### src/rtl/quadrature_pkg.sv
// Shared definitions for the quadrature decoder family: phase encodings,
// transition classes and the detent-size legality check.
package quadrature_pkg;

  localparam logic [1:0] PH_00 = 2'b00;
  localparam logic [1:0] PH_10 = 2'b10;
  localparam logic [1:0] PH_11 = 2'b11;
  localparam logic [1:0] PH_01 = 2'b01;

  typedef enum logic [1:0] {
    TR_NONE,
    TR_INC,
    TR_DEC,
    TR_ILLEGAL
  } transition_t;

  // Next phase in the clockwise Gray sequence 00 -> 10 -> 11 -> 01 -> 00.
  function automatic logic [1:0] cw_successor(input logic [1:0] ph);
    case (ph)
      PH_00:   cw_successor = PH_10;
      PH_10:   cw_successor = PH_11;
      PH_11:   cw_successor = PH_01;
      default: cw_successor = PH_00;
    endcase
  endfunction

  function automatic bit steps_legal(input int steps);
    return (steps == 1) || (steps == 2) || (steps == 4);
  endfunction

endpackage

### src/rtl/quadrature_phase_classifier.sv
// Pure combinational classifier of a (previous, current) phase pair into
// one of NONE / INC / DEC / ILLEGAL.
module quadrature_phase_classifier
  import quadrature_pkg::*;
(
  input  logic [1:0]  i_phase_prev,
  input  logic [1:0]  i_phase_now,
  output transition_t o_transition
);

  always_comb begin
    o_transition = TR_NONE;
    if ((i_phase_prev ^ i_phase_now) == 2'b11) begin
      o_transition = TR_ILLEGAL;
    end else if (i_phase_now == cw_successor(i_phase_prev)) begin
      o_transition = TR_INC;
    end else if (i_phase_prev == cw_successor(i_phase_now)) begin
      o_transition = TR_DEC;
    end
  end

endmodule

### src/rtl/quadrature_step_decoder.sv
// 4x quadrature decoder with a signed sub-step accumulator; emits one
// registered pulse per mechanical detent and flags double-phase jumps.
module quadrature_step_decoder
  import quadrature_pkg::*;
#(
  parameter int STEPS_PER_DETENT = 4
) (
  input  logic clk,
  input  logic reset,
  input  logic enable,
  input  logic A,
  input  logic B,
  output logic Clockwise,
  output logic counterClockwise,
  output logic illegalTransition
);

  localparam int SUB_W = $clog2(STEPS_PER_DETENT) + 2;
  localparam logic signed [SUB_W-1:0] SUB_ONE  = SUB_W'(1);
  localparam logic signed [SUB_W-1:0] STEP_MAX = SUB_W'(STEPS_PER_DETENT);
  localparam logic signed [SUB_W-1:0] STEP_MIN = -STEP_MAX;

  if (!steps_legal(STEPS_PER_DETENT)) begin : g_bad_steps
    $error("quadrature_step_decoder: STEPS_PER_DETENT must be 1, 2 or 4");
  end

  logic [1:0]              r_phase_p0;
  logic [1:0]              r_phase_p1;
  logic signed [SUB_W-1:0] r_sub_step;
  logic                    r_cw;
  logic                    r_ccw;
  logic                    r_illegal;
  transition_t             w_transition;
  logic signed [SUB_W-1:0] w_sub_inc;
  logic signed [SUB_W-1:0] w_sub_dec;

  quadrature_phase_classifier u_classifier (
    .i_phase_prev (r_phase_p1),
    .i_phase_now  (r_phase_p0),
    .o_transition (w_transition)
  );

  assign w_sub_inc = r_sub_step + SUB_ONE;
  assign w_sub_dec = r_sub_step - SUB_ONE;

  // Stage p0/p1: phase history; stage p2: classification into accumulator and pulses.
  always_ff @(posedge clk) begin
    if (reset) begin
      // Preload both phase registers so a non-00 rest position is not a step.
      r_phase_p0 <= {A, B};
      r_phase_p1 <= {A, B};
      r_sub_step <= '0;
      r_cw       <= 1'b0;
      r_ccw      <= 1'b0;
      r_illegal  <= 1'b0;
    end else begin
      r_phase_p0 <= {A, B};
      r_phase_p1 <= r_phase_p0;
      r_cw       <= 1'b0;
      r_ccw      <= 1'b0;
      r_illegal  <= 1'b0;
      case (w_transition)
        TR_ILLEGAL: begin
          r_illegal  <= 1'b1;
          r_sub_step <= '0;
        end
        TR_INC: begin
          if (enable) begin
            if (w_sub_inc == STEP_MAX) begin
              r_cw       <= 1'b1;
              r_sub_step <= '0;
            end else begin
              r_sub_step <= w_sub_inc;
            end
          end
        end
        TR_DEC: begin
          if (enable) begin
            if (w_sub_dec == STEP_MIN) begin
              r_ccw      <= 1'b1;
              r_sub_step <= '0;
            end else begin
              r_sub_step <= w_sub_dec;
            end
          end
        end
        default: ;
      endcase
    end
  end

  assign Clockwise         = r_cw;
  assign counterClockwise  = r_ccw;
  assign illegalTransition = r_illegal;

endmodule

### config.mk
export PLATFORM = sky130hd
export DESIGN_NAME = quadrature_step_decoder
export DESIGN_NICKNAME = d
export VERILOG_FILES = /design/src/rtl/quadrature_pkg.sv /design/src/rtl/quadrature_phase_classifier.sv /design/src/rtl/quadrature_step_decoder.sv
export SDC_FILE = /design/constraint.sdc
export NUM_CORES = 1
export LEC_CHECK = 0
export BUFFER_PORTS_ARGS = -buffer_cell sky130_fd_sc_hd__buf_2
export CAP_MARGIN = 20
export CORE_AREA = 2 2 39 41
export DETAILED_ROUTE_END_ITERATION = 10
export DIE_AREA = 0 0 41 43
export GPL_TIMING_DRIVEN = 0
export PLACE_DENSITY = 0.71
export SLEW_MARGIN = 5
export SYNTH_ARGS = -nofsm -noshare
export SYNTH_HDL_FRONTEND = slang
export SYNTH_HIERARCHICAL = 1
export SYNTH_SLANG_ARGS = --single-unit
### constraint.sdc
create_clock -name clk -period 4.9 [get_ports clk]
set_input_delay 0.245 -clock clk [delete_from_list [all_inputs] [get_ports clk]]
set_output_delay 0.245 -clock clk [all_outputs]
set_load 0.005 [all_outputs]
==> results of run 1 <==
routing by layer:
metal / global-route usage [%] / vias up / wire (µm)
met5: 0 / - / 0
met4: 10.0 / 0 / 10
met3: 4.71 / 2 / 46
met2: 25.0 / 12 / 553
met1: 20.5 / 245 / 539
li1: - / 295 / -
layout by cell type (no fill, tap or decap), drive strengths merged:
| master | count |
|---|---|
| dfxtp | 11 |
| buf | 9 |
| nand2 | 7 |
| nand3 | 7 |
| ha | 7 |
| nor2 | 5 |
| o21ai | 5 |
| inv | 4 |
| mux2 | 4 |
| clkbuf | 4 |
| nand2b | 3 |
| xor2 | 2 |
| a21o | 2 |
| o211ai | 2 |
| nor2b | 2 |
| o21ba | 1 |
| nor3 | 1 |
| and2b | 1 |
| nand4 | 1 |
| o31ai | 1 |
| a31oi | 1 |
| nand4b | 1 |
| or4b | 1 |
| nand3b | 1 |
| a21oi | 1 |
| o31a | 1 |
| and3 | 1 |
| or3b | 1 |
| or2 | 1 |
| mux2i | 1 |
cell families (layout without fill, tap and decap cells):
group | count (synthesis) | count (layout) | share of synthesized area (%)
and+or+nand+nor | 33 | 33 | 26.2
AOI/OAI and AO/OA | 14 | 14 | 13.9
DFF | 11 | 11 | 31.8
adders and majority gates | 7 | 7 | 12.7
buffers and inverters | 6 | 17 | 4.88
muxes | 5 | 5 | 7.96
xor gates and xnor gates | 2 | 2 | 2.53
metrics by stage:
stage	util (%)	cell area, µm²	std cells	power (mW)
global route	55.9	773	105	0.271
floorplan	-	692	78	0.174
CTS	55.9	773	105	0.255
detailed placement	54.0	747	101	0.192
global placement	54.0	747	101	0.189
finish	55.9	773	105	0.251
flip-flops by register name, summed over array words and instances, names as in the netlist:
signal,count
Clockwise,1
counterClockwise,1
illegalTransition,1
r_phase_p0,2
r_phase_p1,2
r_sub_step,4
power by group:
group	leakage, nW	switching [mW]	total, mW	internal [mW]
clock	0.0150	0.0299	0.0614	0.0315
combinational	0.231	0.0426	0.0825	0.0399
sequential	0.0906	0.00989	0.107	0.0975
total	0.337	0.0824	0.251	0.169
cell type report:
class	instances	area [µm²]	area share (%)
multi-input cells	61	438	56.6
inverters	4	15.0	1.94
plain buffers	2	18.8	2.43
well taps	16	20.0	2.59
clock buffers	4	26.3	3.40
flip-flops and latches	11	220	28.5
repair buffers	7	35.0	4.53
path summary, 6_finish.rpt:
check        cells past startpoint                         end                  start  slack [ns]
max                              9  r_sub_step[1]$_SDFFE_PP0P_  r_phase_p0[1]$_DFF_P_        2.85
min                              1       r_phase_p0[1]$_DFF_P_                      A        0.09
max reg2reg                      9  r_sub_step[1]$_SDFFE_PP0P_  r_phase_p0[1]$_DFF_P_        2.85
min reg2reg                      1       r_phase_p1[0]$_DFF_P_  r_phase_p0[0]$_DFF_P_        0.59
==> impl_metrics.json, run 1 <==
{
  "layout_min_cycle_time_ns": 2.05,
  "detailedRoute.firstIterationViolations": 11,
  "num_antenna_cells": 0,
  "tightestPinTransition_ns": 0.326,
  "start_util_pct": 50.0,
  "synth_top_area_share_pct": 31.8,
  "synthArstFlopShare_pct": 0,
  "placement_rows": 14,
  "layout_setup_ws_ns": 2.85,
  "worst_setup_hold_path_clk_slew_ns": 0.07,
  "design.portCount": 8,
  "synth_nets": 90,
  "required_time_of_the_worst_setup_path_ns": 5.11,
  "antenna_found_initial": 0,
  "area_growth_syn_to_layout_pct": 11.8,
  "hp-class": "in2reg",
  "startpoint_type": "register",
  "dr_wl_cell_um": 10.9,
  "fillers": 131,
  "syn-instance-count": 78,
  "synth.yosys.seq_area_share_pct": 31.8,
  "placement.setup.worst_slack_ns": 2.84,
  "clock_tree.root_cell": "sky130_fd_sc_hd__clkbuf_4",
  "synth_area_leader_cell": "sky130_fd_sc_hd__dfxtp_1",
  "layout-drive-gt1-share_pct": 21.3,
  "cts_buffers": 3,
  "gp_congestion": 0.766,
  "grt-ovfl-total": 0,
  "htreeDepth": 1,
  "number_of_global_route_vias_before_repair": 494,
  "cp_cell_sequence": "nand2_1, o21ai_0, o21ai_0, inv_1, ha_1, o21ba_1, nor2_1, mux2_1, nor2_1",
  "holdWs_ns": 0.0880,
  "final_nets": 102,
  "critical_path_buf_inv_count": 1,
  "finClkSkew_ns": 0.00283,
  "totalWireLength_mm": 1.15,
  "drt-vias-per-instance": 5.28,
  "grt.total_usage_pct": 16.8,
  "cts.path.max_buffers": 2,
  "drc": 0,
  "ys_seq_elements": 11,
  "clkSinkCount": 11,
  "setup_viol": 0,
  "slowest_stage": "sky130_fd_sc_hd__dfxtp_1",
  "grt_start_max_net_pins": 10,
  "timing_worst_setup_path_type": "reg2reg",
  "post-dp-hpwl_um": 905,
  "synthesis.area_per_instance_um2": 8.87,
  "final_hold_viol_count": 0,
  "tritoncts_clock_tree": "done",
  "port_buffers": 7,
  "synth.yosys.warnings": 6,
  "critical_path.max_stage_delay_ns": 0.37,
  "setup_tns_ns": 0,
  "die-area_mm2": 0.00176,
  "cts_resized": 0,
  "final.period_utilization_pct": 41.8,
  "leakagePower_nw": 0.337,
  "cp_top_family": "compound AO/OA/AOI/OAI gates",
  "timing.max_cap.violations": 0,
  "postCtsSetupRepairBufs": 0,
  "remaining_max_slew_budget_at_the_tightest_pin_pct": 78.0,
  "standard_cell_core_area_mm2": 0.00138,
  "irDropWorstVdd_uv": 180,
  "yosysMostFrequentCell": "sky130_fd_sc_hd__dfxtp_1",
  "timing.critical_path.to_type": "register",
  "power_per_cell_area_mw_per_mm2": 325,
  "crit_path_max_fanout": 7,
  "status": "finished, final reports clean",
  "synth_area_leaders": "sky130_fd_sc_hd__dfxtp_1, sky130_fd_sc_hd__ha_1, sky130_fd_sc_hd__nand3_1, sky130_fd_sc_hd__mux2_2, sky130_fd_sc_hd__nand2_1",
  "rsz_0062_raised_after_global_routing": "no",
  "synth_cell_types": 33,
  "num_vias": 554,
  "chipWidth_um": 41,
  "critical_path_arrival_ns": 2.26,
  "mappedNetlistArea_um2": 692,
  "clkLatencyLatePin_ns": 0.26,
  "wire_length_of_the_first_global_routing_pass_mm": 1.99,
  "timing.fmax_mhz": 488,
  "die_height_um": 43,
  "maxSlewViolCount": 0,
  "post_synth_edffs": 0,
  "cts-hold-fix-buffers": 0,
  "drt-pass1-iter-count": 4,
  "synth_commonest_cells": "sky130_fd_sc_hd__dfxtp_1, sky130_fd_sc_hd__ha_1, sky130_fd_sc_hd__nand2_1, sky130_fd_sc_hd__nand3_1, sky130_fd_sc_hd__nor2_1",
  "ant_nets": 0,
  "dominantRegCellSynth": "sky130_fd_sc_hd__dfxtp_1"
}
Power figures use the tool's default switching activity.
==> inputs of run 2 (changes only) <==
Clock period 4.9 ns to 2.1 ns, I/O delays scaled along.
==> impl_metrics.json, run 2 (synthesis results as in run 1) <==
{
  "status": "finished, final reports clean",
  "timing.fmax_mhz": 519,
  "finClkSkew_ns": 0.00383,
  "rsz_0062_raised_after_global_routing": "no",
  "final_cell_mix": "sky130_fd_sc_hd__dfxtp_1, sky130_fd_sc_hd__nand2_1, sky130_fd_sc_hd__nand3_1, sky130_fd_sc_hd__ha_1, sky130_fd_sc_hd__buf_2",
  "tritoncts_clock_tree": "done",
  "final.period_utilization_pct": 91.8,
  "grt_start_max_net_pins": 10,
  "design.portCount": 8,
  "drt-pass1-iter-count": 4,
  "power_per_cell_area_mw_per_mm2": 742,
  "post-dp-hpwl_um": 905,
  "number_of_global_route_vias_before_repair": 507,
  "die-area_mm2": 0.00176,
  "startpoint_type": "register",
  "layout_setup_ws_ns": 0.172,
  "holdWs_ns": 0.119,
  "timing.max_cap.violations": 0,
  "die_height_um": 43,
  "postCtsSetupRepairBufs": 0,
  "clkLatencyLatePin_ns": 0.26,
  "tightestPinTransition_ns": 0.229,
  "clock_tree.root_cell": "sky130_fd_sc_hd__clkbuf_4",
  "num_vias": 561,
  "largest_reg_flops": 4,
  "reg_top3": "r_sub_step: 4 flops, r_phase_p0: 2 flops, r_phase_p1: 2 flops",
  "timing_worst_setup_path_type": "reg2reg",
  "port_buffers": 7,
  "layout-drive-gt1-share_pct": 22.0,
  "drt-vias-per-instance": 5.24,
  "drc": 0,
  "remaining_max_slew_budget_at_the_tightest_pin_pct": 84.6,
  "area_growth_syn_to_layout_pct": 14.8,
  "top_register": "r_sub_step",
  "num_antenna_cells": 0,
  "required_time_of_the_worst_setup_path_ns": 2.31,
  "gp_congestion": 0.766,
  "detailedRoute.firstIterationViolations": 11,
  "worst_setup_hold_path_clk_slew_ns": 0.07,
  "setup_tns_ns": 0,
  "layout_min_cycle_time_ns": 1.93,
  "grt.total_usage_pct": 17.3,
  "mostFrequentLayoutCell": "sky130_fd_sc_hd__dfxtp_1",
  "final_nets": 104,
  "wire_length_of_the_first_global_routing_pass_mm": 2.05,
  "timing.critical_path.to_type": "register",
  "htreeDepth": 1,
  "cts_buffers": 3,
  "irDropWorstVdd_uv": 423,
  "maxSlewViolCount": 0,
  "crit_path_max_fanout": 7,
  "critical_path_arrival_ns": 2.14,
  "dr_wl_cell_um": 11.3,
  "placement_rows": 14,
  "final_hold_viol_count": 0,
  "grt-ovfl-total": 0,
  "ant_nets": 0,
  "cts.path.max_buffers": 2,
  "placement.setup.worst_slack_ns": 0.0439,
  "hp-class": "in2reg",
  "start_util_pct": 50.0,
  "totalWireLength_mm": 1.21,
  "standard_cell_core_area_mm2": 0.00138,
  "dp.cells": 101,
  "leakagePower_nw": 0.345,
  "final_cell_count_no_fill": 107,
  "clkSinkCount": 11,
  "setup_viol": 0,
  "antenna_found_initial": 0,
  "chipWidth_um": 41
}
## run 2: timing repair
action | 4_1_cts | 5_1_grt
gates resized for setup | 0 | 2
hold buffers | 2 | 0
hold endpoints to repair | 2 | 0
setup endpoints to repair | 0 | 4
## run 2: cell type report
cell class	instances	area, µm²
fill	128	589
clock buffer	4	26.3
tap	16	20.0
timing repair buffer	9	55.1
inverter	4	15.0
multi-input combinational	61	438
buffer	2	18.8
sequential	11	221
## run 2: power by group
part           total [mW]  internal [mW]  switching (mW)
sequential          0.251          0.228          0.0233
clock               0.143         0.0734          0.0695
combinational       0.196         0.0957           0.100
## run 2: worst max-delay path, cell delays in order (launching register included)
cell                      delay, ns
sky130_fd_sc_hd__dfxtp_2       0.35
sky130_fd_sc_hd__nand2_1       0.08
sky130_fd_sc_hd__o21ai_0       0.09
sky130_fd_sc_hd__o21ai_1       0.22
sky130_fd_sc_hd__inv_1         0.10
sky130_fd_sc_hd__ha_1          0.26
sky130_fd_sc_hd__o21ba_1       0.19
sky130_fd_sc_hd__nor2_1        0.15
sky130_fd_sc_hd__mux2_1        0.34
sky130_fd_sc_hd__nor2_1        0.08
## run 2: per-stage QoR
step / instance area [µm²] / power [mW] / utilization (%)
2_1_floorplan: 692 / 0.406 / -
3_3_place_gp: 747 / 0.442 / 54.0
3_5_place_dp: 747 / 0.449 / 54.0
4_1_cts: 793 / 0.597 / 57.3
5_1_grt: 795 / 0.637 / 57.4
6_report: 795 / 0.590 / 57.4
## run 2: final timing paths
| check | startpoint | to | slack [ns] | cells after the start |
|---|---|---|---|---|
| hold reg to reg | r_phase_p0[1]$_DFF_P_ | r_phase_p1[1]$_DFF_P_ | 0.57 | 1 |
| setup / recovery | r_phase_p0[1]$_DFF_P_ | r_sub_step[1]$_SDFFE_PP0P_ | 0.17 | 9 |
| setup reg to reg | r_phase_p0[1]$_DFF_P_ | r_sub_step[1]$_SDFFE_PP0P_ | 0.17 | 9 |
| hold / removal | reset | r_sub_step[1]$_SDFFE_PP0P_ | 0.12 | 2 |
## run 2: metal layers
layer  routed length [µm]  global-route usage [%]
met1                  564                    21.1
met2                  584                    25.9
met3                   47                    4.71
met4                   10                    10.0
met5                    0                       0
